## src/rtl/axi_lite_pkg.sv

```systemverilog
// Shared AXI-Lite response codes and APB-to-AXI bridge state encoding.
// Imported by the interface, the bridge top and the bench.
package axi_lite_pkg;

    typedef enum logic [1:0] {
        OKAY   = 2'b00,
        EXOKAY = 2'b01,
        SLVERR = 2'b10,
        DECERR = 2'b11
    } axi_resp_t;

    typedef enum logic [2:0] {
        IDLE    = 3'd0,
        WR_ADDR = 3'd1,
        WR_RESP = 3'd2,
        RD_ADDR = 3'd3,
        RD_DATA = 3'd4,
        DONE    = 3'd5
    } apb_axi_state_t;

    function automatic logic resp_is_err(input axi_resp_t r);
        return (r == SLVERR) || (r == DECERR);
    endfunction

endpackage

```

## src/rtl/axi_lite_if.sv

```systemverilog
// AXI-Lite bundle (aw/w/b/ar/r). Every channel uses strict valid/ready: a beat transfers on a
// rising clock edge where valid and ready are both high; valid, once raised, holds until that beat.
interface axi_lite_if
    import axi_lite_pkg::*;
#(
    parameter int ADDR_W = 32
) ();

    logic              awvalid;
    logic              awready;
    logic [ADDR_W-1:0] awaddr;
    logic [2:0]        awprot;
    logic              wvalid;
    logic              wready;
    logic [31:0]       wdata;
    logic [3:0]        wstrb;
    logic              bvalid;
    logic              bready;
    axi_resp_t         bresp;
    logic              arvalid;
    logic              arready;
    logic [ADDR_W-1:0] araddr;
    logic [2:0]        arprot;
    logic              rvalid;
    logic              rready;
    logic [31:0]       rdata;
    axi_resp_t         rresp;

    modport master (
        output awvalid, awaddr, awprot, wvalid, wdata, wstrb, bready,
               arvalid, araddr, arprot, rready,
        input  awready, wready, bvalid, bresp, arready, rvalid, rdata, rresp
    );

    modport slave (
        input  awvalid, awaddr, awprot, wvalid, wdata, wstrb, bready,
               arvalid, araddr, arprot, rready,
        output awready, wready, bvalid, bresp, arready, rvalid, rdata, rresp
    );

endinterface

```

## src/rtl/apb_axi_timer.sv

```systemverilog
// Response timeout counter: cleared while idle, counts busy cycles, flags the TIMEOUT_CYC-th one.
module apb_axi_timer #(
    parameter int TIMEOUT_CYC = 255
) (
    input  logic clk,
    input  logic rst,
    input  logic i_clear,
    input  logic i_busy,
    output logic o_expired
);

    localparam int CW = $clog2(TIMEOUT_CYC + 1);

    logic [CW-1:0] r_cnt;

    assign o_expired = i_busy && (r_cnt == CW'(TIMEOUT_CYC - 1));

    always_ff @(posedge clk or posedge rst) begin
        if (rst) begin
            r_cnt <= '0;
        end else if (i_clear) begin
            r_cnt <= '0;
        end else if (i_busy && !o_expired) begin
            r_cnt <= r_cnt + 1'b1;
        end
    end

endmodule

```

## src/rtl/apb_axi_bridge.sv

```systemverilog
// APB completer to AXI-Lite initiator, one transaction in flight.
// Optional response timeout enabled by defining APB_AXI_BRIDGE_TIMEOUT_EN.
module apb_axi_bridge
    import axi_lite_pkg::*;
#(
    parameter int ADDR_W      = 32,
    parameter int TIMEOUT_CYC = 255
) (
    input  logic              aclk,
    input  logic              areset,
    input  logic              PSEL,
    input  logic              PENABLE,
    input  logic              PWRITE,
    input  logic [ADDR_W-1:0] PADDR,
    input  logic [31:0]       PWDATA,
    input  logic [3:0]        PSTRB,
    output logic [31:0]       PRDATA,
    output logic              PREADY,
    output logic              PSLVERR,
    axi_lite_if.master        m_axi,
    output logic [2:0]        state
);

    apb_axi_state_t    r_state;
    apb_axi_state_t    w_next;
    logic [ADDR_W-1:0] r_addr;
    logic [31:0]       r_wdata;
    logic [3:0]        r_strb;
    logic              r_write;
    logic              r_aw_done;
    logic              r_w_done;
    logic              r_abort;
    logic              r_slverr;
    logic [31:0]       r_rdata;
    logic              w_awvalid;
    logic              w_wvalid;
    logic              w_bready;
    logic              w_arvalid;
    logic              w_rready;
    logic              w_pready;
    logic              w_timeout;

`ifdef APB_AXI_BRIDGE_TIMEOUT_EN
    apb_axi_timer #(
        .TIMEOUT_CYC (TIMEOUT_CYC)
    ) u_timer (
        .clk       (aclk),
        .rst       (areset),
        .i_clear   (r_state == IDLE),
        .i_busy    ((r_state != IDLE) && (r_state != DONE)),
        .o_expired (w_timeout)
    );
`else
    logic w_unused_timeout_cfg;
    assign w_unused_timeout_cfg = (TIMEOUT_CYC != 0);
    assign w_timeout            = 1'b0;
`endif

    // On timeout every valid/ready is dropped in the expiring cycle so no late beat slips through.
    always_comb begin
        w_next    = r_state;
        w_awvalid = 1'b0;
        w_wvalid  = 1'b0;
        w_bready  = 1'b0;
        w_arvalid = 1'b0;
        w_rready  = 1'b0;
        w_pready  = 1'b0;
        unique case (r_state)
            IDLE: begin
                if (PSEL && !PENABLE) begin
                    w_next = PWRITE ? WR_ADDR : RD_ADDR;
                end
            end
            WR_ADDR: begin
                w_awvalid = !r_aw_done && !w_timeout;
                w_wvalid  = !r_w_done && !w_timeout;
                if (w_timeout) begin
                    w_next = DONE;
                end else if ((r_aw_done || m_axi.awready) && (r_w_done || m_axi.wready)) begin
                    w_next = WR_RESP;
                end
            end
            WR_RESP: begin
                w_bready = !w_timeout;
                if (w_timeout || m_axi.bvalid) begin
                    w_next = DONE;
                end
            end
            RD_ADDR: begin
                w_arvalid = !w_timeout;
                if (w_timeout) begin
                    w_next = DONE;
                end else if (m_axi.arready) begin
                    w_next = RD_DATA;
                end
            end
            RD_DATA: begin
                w_rready = !w_timeout;
                if (w_timeout || m_axi.rvalid) begin
                    w_next = DONE;
                end
            end
            DONE: begin
                w_pready = PSEL && PENABLE && !r_abort;
                w_next   = IDLE;
            end
            default: begin
                w_next = IDLE;
            end
        endcase
    end

    always_ff @(posedge aclk or posedge areset) begin
        if (areset) begin
            r_state   <= IDLE;
            r_addr    <= '0;
            r_wdata   <= '0;
            r_strb    <= '0;
            r_write   <= 1'b0;
            r_aw_done <= 1'b0;
            r_w_done  <= 1'b0;
            r_abort   <= 1'b0;
            r_slverr  <= 1'b0;
            r_rdata   <= '0;
        end else begin
            r_state <= w_next;
            if (r_state == IDLE) begin
                r_aw_done <= 1'b0;
                r_w_done  <= 1'b0;
                r_abort   <= 1'b0;
                if (PSEL && !PENABLE) begin
                    r_addr   <= PADDR;
                    r_wdata  <= PWDATA;
                    r_strb   <= PSTRB;
                    r_write  <= PWRITE;
                    r_slverr <= 1'b0;
                    r_rdata  <= '0;
                end
            end else if (!PSEL) begin
                // The master walked away: finish the AXI side, then discard the result.
                r_abort <= 1'b1;
            end
            if (w_awvalid && m_axi.awready) begin
                r_aw_done <= 1'b1;
            end
            if (w_wvalid && m_axi.wready) begin
                r_w_done <= 1'b1;
            end
            if (w_bready && m_axi.bvalid) begin
                r_slverr <= resp_is_err(m_axi.bresp);
            end
            if (w_rready && m_axi.rvalid) begin
                r_rdata  <= m_axi.rdata;
                r_slverr <= resp_is_err(m_axi.rresp);
            end
            if (w_timeout) begin
                r_slverr <= 1'b1;
                r_rdata  <= '0;
            end
        end
    end

    assign m_axi.awvalid = w_awvalid;
    assign m_axi.awaddr  = r_addr;
    assign m_axi.awprot  = 3'b000;
    assign m_axi.wvalid  = w_wvalid;
    assign m_axi.wdata   = r_wdata;
    assign m_axi.wstrb   = r_strb;
    assign m_axi.bready  = w_bready;
    assign m_axi.arvalid = w_arvalid;
    assign m_axi.araddr  = r_addr;
    assign m_axi.arprot  = 3'b000;
    assign m_axi.rready  = w_rready;

    assign PREADY  = w_pready;
    assign PSLVERR = w_pready && r_slverr;
    assign PRDATA  = (w_pready && !r_write) ? r_rdata : 32'h0;
    assign state   = r_state;

endmodule

```

## src/flat_wrapper.sv

```systemverilog
// flat-port wrapper written by rule: the top's interface ports become plain ports
module apb_axi_bridge_flat import axi_lite_pkg::*;
#(
    parameter int ADDR_W      = 32,
    parameter int TIMEOUT_CYC = 255
)
  (aclk, areset, PSEL, PENABLE, PWRITE, PADDR, PWDATA, PSTRB, PRDATA, PREADY, PSLVERR, state, m_axi_awvalid, m_axi_awaddr, m_axi_awprot, m_axi_wvalid, m_axi_wdata, m_axi_wstrb, m_axi_bready, m_axi_arvalid, m_axi_araddr, m_axi_arprot, m_axi_rready, m_axi_awready, m_axi_wready, m_axi_bvalid, m_axi_bresp, m_axi_arready, m_axi_rvalid, m_axi_rdata, m_axi_rresp);
  axi_lite_if #(.ADDR_W(ADDR_W)) m_axi_i ();
  input  logic aclk;
  input  logic areset;
  input  logic PSEL;
  input  logic PENABLE;
  input  logic PWRITE;
  input  logic [ADDR_W-1:0] PADDR;
  input  logic [31:0] PWDATA;
  input  logic [3:0] PSTRB;
  output logic [31:0] PRDATA;
  output logic PREADY;
  output logic PSLVERR;
  output logic [2:0] state;
  output wire logic [$bits(m_axi_i.awvalid)-1:0] m_axi_awvalid;
  output wire logic [$bits(m_axi_i.awaddr)-1:0] m_axi_awaddr;
  output wire logic [$bits(m_axi_i.awprot)-1:0] m_axi_awprot;
  output wire logic [$bits(m_axi_i.wvalid)-1:0] m_axi_wvalid;
  output wire logic [$bits(m_axi_i.wdata)-1:0] m_axi_wdata;
  output wire logic [$bits(m_axi_i.wstrb)-1:0] m_axi_wstrb;
  output wire logic [$bits(m_axi_i.bready)-1:0] m_axi_bready;
  output wire logic [$bits(m_axi_i.arvalid)-1:0] m_axi_arvalid;
  output wire logic [$bits(m_axi_i.araddr)-1:0] m_axi_araddr;
  output wire logic [$bits(m_axi_i.arprot)-1:0] m_axi_arprot;
  output wire logic [$bits(m_axi_i.rready)-1:0] m_axi_rready;
  input wire logic [$bits(m_axi_i.awready)-1:0] m_axi_awready;
  input wire logic [$bits(m_axi_i.wready)-1:0] m_axi_wready;
  input wire logic [$bits(m_axi_i.bvalid)-1:0] m_axi_bvalid;
  input wire logic [$bits(m_axi_i.bresp)-1:0] m_axi_bresp;
  input wire logic [$bits(m_axi_i.arready)-1:0] m_axi_arready;
  input wire logic [$bits(m_axi_i.rvalid)-1:0] m_axi_rvalid;
  input wire logic [$bits(m_axi_i.rdata)-1:0] m_axi_rdata;
  input wire logic [$bits(m_axi_i.rresp)-1:0] m_axi_rresp;
  assign m_axi_awvalid = m_axi_i.awvalid;
  assign m_axi_awaddr = m_axi_i.awaddr;
  assign m_axi_awprot = m_axi_i.awprot;
  assign m_axi_wvalid = m_axi_i.wvalid;
  assign m_axi_wdata = m_axi_i.wdata;
  assign m_axi_wstrb = m_axi_i.wstrb;
  assign m_axi_bready = m_axi_i.bready;
  assign m_axi_arvalid = m_axi_i.arvalid;
  assign m_axi_araddr = m_axi_i.araddr;
  assign m_axi_arprot = m_axi_i.arprot;
  assign m_axi_rready = m_axi_i.rready;
  assign m_axi_i.awready = m_axi_awready;
  assign m_axi_i.wready = m_axi_wready;
  assign m_axi_i.bvalid = m_axi_bvalid;
  assign m_axi_i.bresp = m_axi_bresp;
  assign m_axi_i.arready = m_axi_arready;
  assign m_axi_i.rvalid = m_axi_rvalid;
  assign m_axi_i.rdata = m_axi_rdata;
  assign m_axi_i.rresp = m_axi_rresp;
  apb_axi_bridge #(.ADDR_W(ADDR_W), .TIMEOUT_CYC(TIMEOUT_CYC)) u_core (.aclk(aclk), .areset(areset), .PSEL(PSEL), .PENABLE(PENABLE), .PWRITE(PWRITE), .PADDR(PADDR), .PWDATA(PWDATA), .PSTRB(PSTRB), .PRDATA(PRDATA), .PREADY(PREADY), .PSLVERR(PSLVERR), .m_axi(m_axi_i), .state(state));
endmodule
```

## config.mk

```make
export PLATFORM = sky130hd
export DESIGN_NAME = apb_axi_bridge_flat
export DESIGN_NICKNAME = d
export VERILOG_FILES = /design/src/rtl/axi_lite_pkg.sv /design/src/rtl/axi_lite_if.sv /design/src/rtl/apb_axi_timer.sv /design/src/rtl/apb_axi_bridge.sv /design/src/flat_wrapper.sv
export SDC_FILE = /design/constraint.sdc
export NUM_CORES = 1
export LEC_CHECK = 0
export CORE_MARGIN = 5
export CORE_UTILIZATION = 40
export CTS_CLUSTER_DIAMETER = 80
export CTS_CLUSTER_SIZE = 40
export DETAILED_ROUTE_END_ITERATION = 16
export PLACE_DENSITY = 0.81
export SYNTH_ARGS = -nofsm -noshare
export SYNTH_HDL_FRONTEND = slang
export SYNTH_SLANG_ARGS = --single-unit
```

## constraint.sdc

```tcl
create_clock -name aclk -period 4.8 [get_ports aclk]
set_input_delay 1.2 -clock aclk [delete_from_list [all_inputs] [get_ports aclk]]
set_output_delay 1.2 -clock aclk [all_outputs]
set_load 0.02 [all_outputs]
```

Word-level counts from Yosys, hierarchy flattened
Index checks and enable logic that the tools add are counted.
{"block": "totals", "regBits": 108, "output_inout_bits": 148, "word_cells": 81}
{"block": "classes", "reduce_logical": 30, "n_mux": 26, "eq_ne": 15}
{"operator": "32-bit 2-to-1 mux", "n": 4}
{"operator": "1-bit 2-to-1 mux", "n": 15}
{"operator": "3-bit 2-to-1 mux", "n": 5}
{"operator": "3-bit case mux with 5 select lines", "n": 1}
{"operator": "1-bit logical AND", "n": 10}
{"operator": "2-bit == test (second input constant)", "n": 4}
{"operator": "2-bit nonzero test", "n": 4}
{"operator": "3-bit by 2-bit == test with 1-bit output (second input constant)", "n": 2}
{"operator": "3-bit == test (second input constant)", "n": 2}
{"operator": "2-bit by 1-bit inequality test with 1-bit output (second input constant)", "n": 3}
{"operator": "2-bit inequality test (second input constant)", "n": 3}
{"operator": "2-bit AND reduction", "n": 3}
{"operator": "3-bit nonzero test", "n": 2}
{"operator": "1-bit logical NOT", "n": 5}
{"operator": "5-bit AND reduction", "n": 1}
{"operator": "1-bit logical OR", "n": 4}
{"operator": "3-bit by 1-bit == test with 1-bit output (second input constant)", "n": 1}
{"operator": "3-bit logical NOT", "n": 1}
{"operator": "2-bit 2-to-1 mux", "n": 1}

Depth between registers and ports, before layout
Gate-level depths: netlist (run 1).
{"block": "logic_depth", "depth_word": 6, "depth_mapped": 6, "mapped_depth_nobuf": 4}

Least setup slack after synthesis (run 1)
OpenSTA, ideal clock, no wires.
{"block": "synth_timing", "path_type": "input port to output port", "from": "input port PENABLE", "to": "output port PSLVERR", "stages": 3, "arrival_ns": 2.157, "path_buffers": 0, "path_slack_ns": 1.443, "path_cell_list": "nand4b_1 -> nor3_1 -> and2_1"}
{"block": "synth_via", "elab_chain_cells": 4}
{"item": "start: declaration", "line": "flat_wrapper.sv:12", "rtl": "input logic PENABLE;"}
{"item": "1-bit logical AND (2 in a row)", "line": "apb_axi_bridge.sv:104", "rtl": "w_pready = PSEL && PENABLE && !r_abort;"}
{"item": "1-bit 2-to-1 mux", "line": "apb_axi_bridge.sv:68", "rtl": "unique case (r_state)"}
{"item": "via PREADY", "line": "flat_wrapper.sv:18", "rtl": "output logic PREADY;"}
{"item": "1-bit logical AND", "line": "apb_axi_bridge.sv:176", "rtl": "assign PSLVERR = w_pready && r_slverr;"}
{"item": "end: declaration", "line": "flat_wrapper.sv:19", "rtl": "output logic PSLVERR;"}
The timed path passes the listed nets, and every way through them passes these cells.

Worst setup path after layout (run 1)
{"block": "layout_timing", "from": "input port PSEL", "to": "output port PRDATA[20]"}
{"block": "layout_via", "elab_chain_cells": 5}
{"item": "start: declaration", "line": "flat_wrapper.sv:11", "rtl": "input logic PSEL;"}
{"item": "1-bit logical AND (2 in a row)", "line": "apb_axi_bridge.sv:104"}
{"item": "1-bit 2-to-1 mux", "line": "apb_axi_bridge.sv:68"}
{"item": "1-bit logical AND", "line": "apb_axi_bridge.sv:177", "rtl": "assign PRDATA = (w_pready && !r_write) ? r_rdata : 32'h0;"}
{"item": "32-bit 2-to-1 mux", "line": "apb_axi_bridge.sv:177"}
{"item": "end: declaration", "line": "flat_wrapper.sv:17", "rtl": "output logic [31:0] PRDATA;"}
Every way passes these cells.

==> reports/results.txt, run 1 <==
Synth Instances: 408
Syn avg cell area: 12.15 um^2
DR top layer: met4
Area growth from synthesis to layout: 54.55%
Final core occ: 0.6354
Max incr delay on CP: 0.62 ns
DP HPWL: 10.41 mm
Grt ovf: 0
Hold Path Origin: u_core.r_rdata[7]
Worst Tran Pin Value: 1.136 ns
Worst min path class: reg -> reg
Met2 routed WL: 7.216 mm
FILL cells: 937
Largest net degree at the start of global routing: 61
Initial antenna violation count: 0
Fin crit period: 4.461 ns
CTS clk-pin slew, worst paths: 0.07 ns
Core box area: 12060 um^2
Chip Height: 121.3 um
LEAKAGE: 3.504 nW
Placed Area: 7361 um^2
RSZ-0062 raised after global routing: no
Inserted Clock Buffers: 9
Pwr dens: 629.9 nW/um^2
Post-CTS sizing: 0
Number of flops mapped to enable cells by yosys: 0
Crit share post-route: 0.9294
DRC: 0
CP startpoint: PSEL
DR WL met3: 1.165 mm
CTS sink cnt: 108
Initial Util: 0.4111
Status: completed
Sequential area share after synthesis: 0.5450
Share of cells above drive strength 1: 0.1502
FFs w/ async S/R, synth: 1.000
Post-CTS Setup Inserts: 0
Mapped cell area: 4959 um^2
Setup_tns: 0 ns
Critical R2R Launch: u_core.state[0]
DR WL/cell: 17.47 um
Library cells used by synthesis: 30
Startpoint types: input port
Initial drt markers: 214
Synth Warn #: 0
Peak Freq: 224.2 MHz
Buffers on Ports: 253
Routed vias: 3746
Tot GR Track Use: 0.1830
Final-report max-slew violation count: 0
Nets: 735
Synth Flop Type: dfrtp_1
CP max FO: 29
Deepest clock path buffer count: 2
CP Class: in -> out
Req. time, crit path: 3.60 ns
Crit path cell chain: clkdlybuf4s50_1 -> inv_1 -> nor4_4 -> buf_12 -> and2_1 -> clkdlybuf4s50_1
Setup violators final: 0
I/O pins: 262
CP arrival: 3.26 ns
Antenna cells: 0
Max Cap Viol: 0
Slowest CP cell: clkdlybuf4s50_1
Final Hold Violating Endpoints: 0
Design area: 7664 um^2
Vias in the first global route: 3975
Routed length on met1: 5.073 mm
Die area: 14720 um^2
Vias per cell: 4.718
Hold_buf cts: 0
First-pass GRT wire length: 20.99 mm
Routed Antenna Nets: 0
Max IR drop VDD: 384.1 uV
Clk root buf: clkbuf_16
CTS H-tree lvls: 3
First-pass iteration count of the detailed router: 4
Worst-skew pair later-pin latency: 0.34 ns
Detailed Route WL: 13.88 mm
Worst setup EP type: output port
CTS tree: yes
Routability cong.: 0.7765
Clock skew: 0.006949 ns
Die X-Extent: 121.3 um
Most common cell on crit path: clkdlybuf4s50_1
Synthesis-stage register bit count: 108
Std-Cell Rows: 40
Worst slew margin: 0.2412
metal layers:
| metal | GRT usage | vias up |
|---|---|---|
| met5 | 0 | - |
| met4 | 0.07563 | 0 |
| met3 | 0.06014 | 33 |
| met2 | 0.3219 | 173 |
| met1 | 0.2023 | 1811 |
| li1 | - | 1729 |
layout by cell type (no fill, tap or decap), types with 2 or more instances in the layout:
master / count
clkdlybuf4s50_1: 253
dfrtp_1: 108
nand2_1: 69
mux2_4: 46
and2_1: 35
nand3_1: 33
mux2_2: 22
clkbuf_16: 9
conb_1: 6
nor2_1: 5
a21oi_1: 5
inv_1: 3
o21ai_0: 3
buf_12: 3
nor3_1: 2
synthesized netlist by cell type (2+ instances only):
master	number	share of area
dfrtp_1	108	0.55
nand2_1	69	0.052
mux2_4	46	0.14
buf_4	40	0.061
and2_1	35	0.044
nand3_1	34	0.034
mux2_2	22	0.050
buf_2	9	0.0091
buf_6	8	0.018
a21oi_1	5	0.0050
nor2_1	5	0.0038
inv_1	4	0.0030
clkbuf_2	3	0.0030
o21ai_0	3	0.0030
nor3_1	2	0.0020
per-stage QoR:
stage               setup slack (ns)  total power [mW]  std cells  hold slack [ns]
global placement              0.3566             4.026        778           0.4734
detailed placement            0.3074             4.104        778           0.4763
CTS                           0.3059             4.887        794           0.4947
global route                  0.1879             5.080        794           0.5090
finish                        0.3387             4.827        794           0.4920
floorplan                     0.7544             3.081        413           0.4579
where the power goes:
group	internal (mW)	total, mW	switching (mW)
clock network	0.421	0.754	0.333
logic	1.32	2.45	1.13
registers	1.32	1.62	0.302
total	3.06	4.83	1.76
cells by family after synthesis:
family	Yosys count	share of synthesized area
muxes	69	0.1913
AOI/OAI and AO/OA	13	0.01716
DFF	108	0.5450
and+or+nand+nor	153	0.1519
other	1	0.0007563
buffers and inverters	64	0.09387
sequential cells by signal (all words and copies together), names as in the netlist, 3 cells and up:
| name | count |
|---|---|
| u_core.state | 3 |
| u_core.m_axi.wstrb | 4 |
| u_core.m_axi.araddr | 32 |
| u_core.m_axi.wdata | 32 |
| u_core.r_rdata | 32 |
final timing paths:
check	end	slack (ns)	cells past startpoint
worst max-delay path	PRDATA[20]	0.34	6
worst min-delay path	u_core.r_rdata[7]	0.49	2
worst max register to register	u_core.m_axi.wdata[7]	2.46	4
worst min register to register	u_core.r_rdata[7]	0.49	2
max in group asynchronous	u_core.m_axi.wdata[16]	2.73	3
min in group asynchronous	u_core.m_axi.wstrb[2]	1.31	2
cell type report:
| cell class | count | area (um^2) | share of cell area |
|---|---|---|---|
| clock inverter | 5 | 60.06 | 0.007837 |
| clock buffer | 11 | 242.7 | 0.03167 |
| multi-input combinational | 241 | 1831 | 0.2389 |
| timing repair buffer | 257 | 2600 | 0.3393 |
| sequential | 108 | 2703 | 0.3527 |
| tap | 168 | 210.2 | 0.02743 |
| inverter | 4 | 17.52 | 0.002286 |
critical path: cells and delay by family:
family                 cells  cell delay [ns]
AND/OR/NAND/NOR            2             0.55
buffers and inverters      4             1.49
Power figures use the tool's default switching activity.
==> run 2, diff against run 1 <==
GPL_TIMING_DRIVEN = 0   (was default)
==> run 2 against run 1 <==
Effect of this change:
- non-clock buffer count up 57
- final cell count up 6.9%
- clock power down 5.8%
- worst setup slack worse by 0.12 ns
- wire length up 5.4%
- flip-flop and latch count unchanged
==> reports/results.txt, run 2 (synthesis gave the netlist of run 1 again) <==
Max incr delay on CP: 0.64 ns
Max Cap Viol: 0
Die area: 14720 um^2
Grt ovf: 0
Deepest clock path buffer count: 2
CTS clk-pin slew, worst paths: 0.07 ns
Share of cells above drive strength 1: 0.2173
First-pass GRT wire length: 22.36 mm
LEAKAGE: 3.754 nW
Antenna cells: 0
FILL cells: 902
Final-report max-slew violation count: 0
RSZ-0062 raised after global routing: no
CTS tree: yes
Chip Height: 121.3 um
Std-Cell Rows: 40
Detailed Route WL: 14.62 mm
Initial drt markers: 277
CP max FO: 10
DP HPWL: 11.36 mm
Largest net degree at the start of global routing: 60
Vias in the first global route: 4184
Worst setup EP type: output port
Die X-Extent: 121.3 um
Final Hold Violating Endpoints: 0
Status: completed
CTS sink cnt: 108
Inserted Clock Buffers: 9
DR WL met3: 1.108 mm
Area growth from synthesis to layout: 62.07%
Final core occ: 0.6663
Initial Util: 0.4111
Max IR drop VDD: 396.0 uV
Clk root buf: clkbuf_16
Peak Freq: 218.4 MHz
First-pass iteration count of the detailed router: 4
Core box area: 12060 um^2
CP delay by family, top: buffers and inverters
CP arrival: 3.38 ns
Fin crit period: 4.579 ns
Worst slew margin: 0.4907
Vias per cell: 4.622
CTS H-tree lvls: 3
Commonest non-fill, non-tap cells in the layout: 253 x clkdlybuf4s50_1, 108 x dfrtp_1, 69 x nand2_1
Startpoint types: input port
Nets: 792
Worst-skew pair later-pin latency: 0.34 ns
Routed vias: 3924
Worst path bufs/invs: 4
Worst Tran Pin Value: 0.7640 ns
DR WL/cell: 17.22 um
Pwr dens: 622.8 nW/um^2
Initial antenna violation count: 0
DRC: 0
Buffers on Ports: 253
Clock skew: 0.004835 ns
Most common cell on crit path: clkdlybuf4s50_1
Flop2flop setup slack: 3.12 ns
Met2 routed WL: 7.636 mm
Req. time, crit path: 3.60 ns
Commonest non-fill, non-tap cell in the layout: clkdlybuf4s50_1
Routed Antenna Nets: 0
Tot GR Track Use: 0.1943
Setup_tns: 0 ns
DR top layer: met4
Crit path cell chain: clkdlybuf4s50_1 -> inv_1 -> nor4_4 -> clkbuf_2 -> and2_1 -> clkdlybuf4s50_1
CP Class: in -> out
Worst min path class: reg -> reg
I/O pins: 262
Setup violators final: 0
Hold_buf cts: 0
Slowest CP cell: clkdlybuf4s50_1
Crit share post-route: 0.9540
Routability cong.: 0.7817
Routed length on met1: 5.590 mm
-- run 2: cell types whose count changed in the layout (fill, tap and decap cells not counted), sizes merged --
cell    delta
buf       +54
clkbuf     +5
clkinv     -2
inv        -1
bufinv     -1
-- run 2: routing by layer --
metal / track usage / vias up
li1: - / 1841
met1: 0.2218 / 1904
met2: 0.3472 / 159
met3: 0.05548 / 20
met4: 0.06583 / 0
met5: 0 / -
-- run 2: stage by stage --
step / hold slack, ns / instance area [um^2] / cells / power, mW / setup WS (ns)
after floorplan: 0.4579 / 4977 / 413 / 3.081 / 0.7544
after CTS: 0.4926 / 8028 / 849 / 5.055 / 0.003515
after detailed placement: 0.4763 / 7750 / 835 / 4.322 / 0.009259
after global routing: 0.5080 / 8036 / 849 / 5.272 / 0.08426
final: 0.4891 / 8036 / 849 / 5.005 / 0.2207
after global placement: 0.4711 / 7720 / 834 / 4.244 / -0.8088
-- run 2: tightest hold or removal path, delay by kind of cell (launching register included) --
family,cells,cell delay [ns]
flops,1,0.34
simple gates,2,0.12
-- run 2: repair_timing --
action,in CTS,in global routing
endpoints found under the setup margin,0,25
setup buffers,0,0
resized for setup,0,1
-- run 2: cell type report --
type	instances	area [um^2]	share of cell area
Timing Repair Buffer	254	2560	0.3185
Buffer	60	450.4	0.05605
Multi-Input combinational cell	241	1818	0.2262
Sequential cell	108	2703	0.3363
Clock inverter	1	7.507	0.0009341
Inverter	4	17.52	0.002180
Clock buffer	13	270.3	0.03363
Tap cell	168	210.2	0.02616
-- run 2: path summary, 6_finish.rpt --
kind | from | end | cells after the start
max in group asynchronous | areset | u_core.m_axi.araddr[13] | 3
setup / recovery | PSEL | PRDATA[17] | 6
hold / removal | u_core.r_rdata[28] | u_core.r_rdata[28] | 2
setup reg to reg | u_core.state[1] | u_core.m_axi.araddr[8] | 5
hold reg to reg | u_core.r_rdata[28] | u_core.r_rdata[28] | 2
min in group asynchronous | areset | u_core.m_axi.wdata[5] | 2
-- run 2: where the power goes --
group	leakage (nW)	internal (mW)	switching, mW
sequential	1.33	1.32	0.287
combinational	2.29	1.51	1.18
clock	0.134	0.390	0.320
total	3.75	3.22	1.79
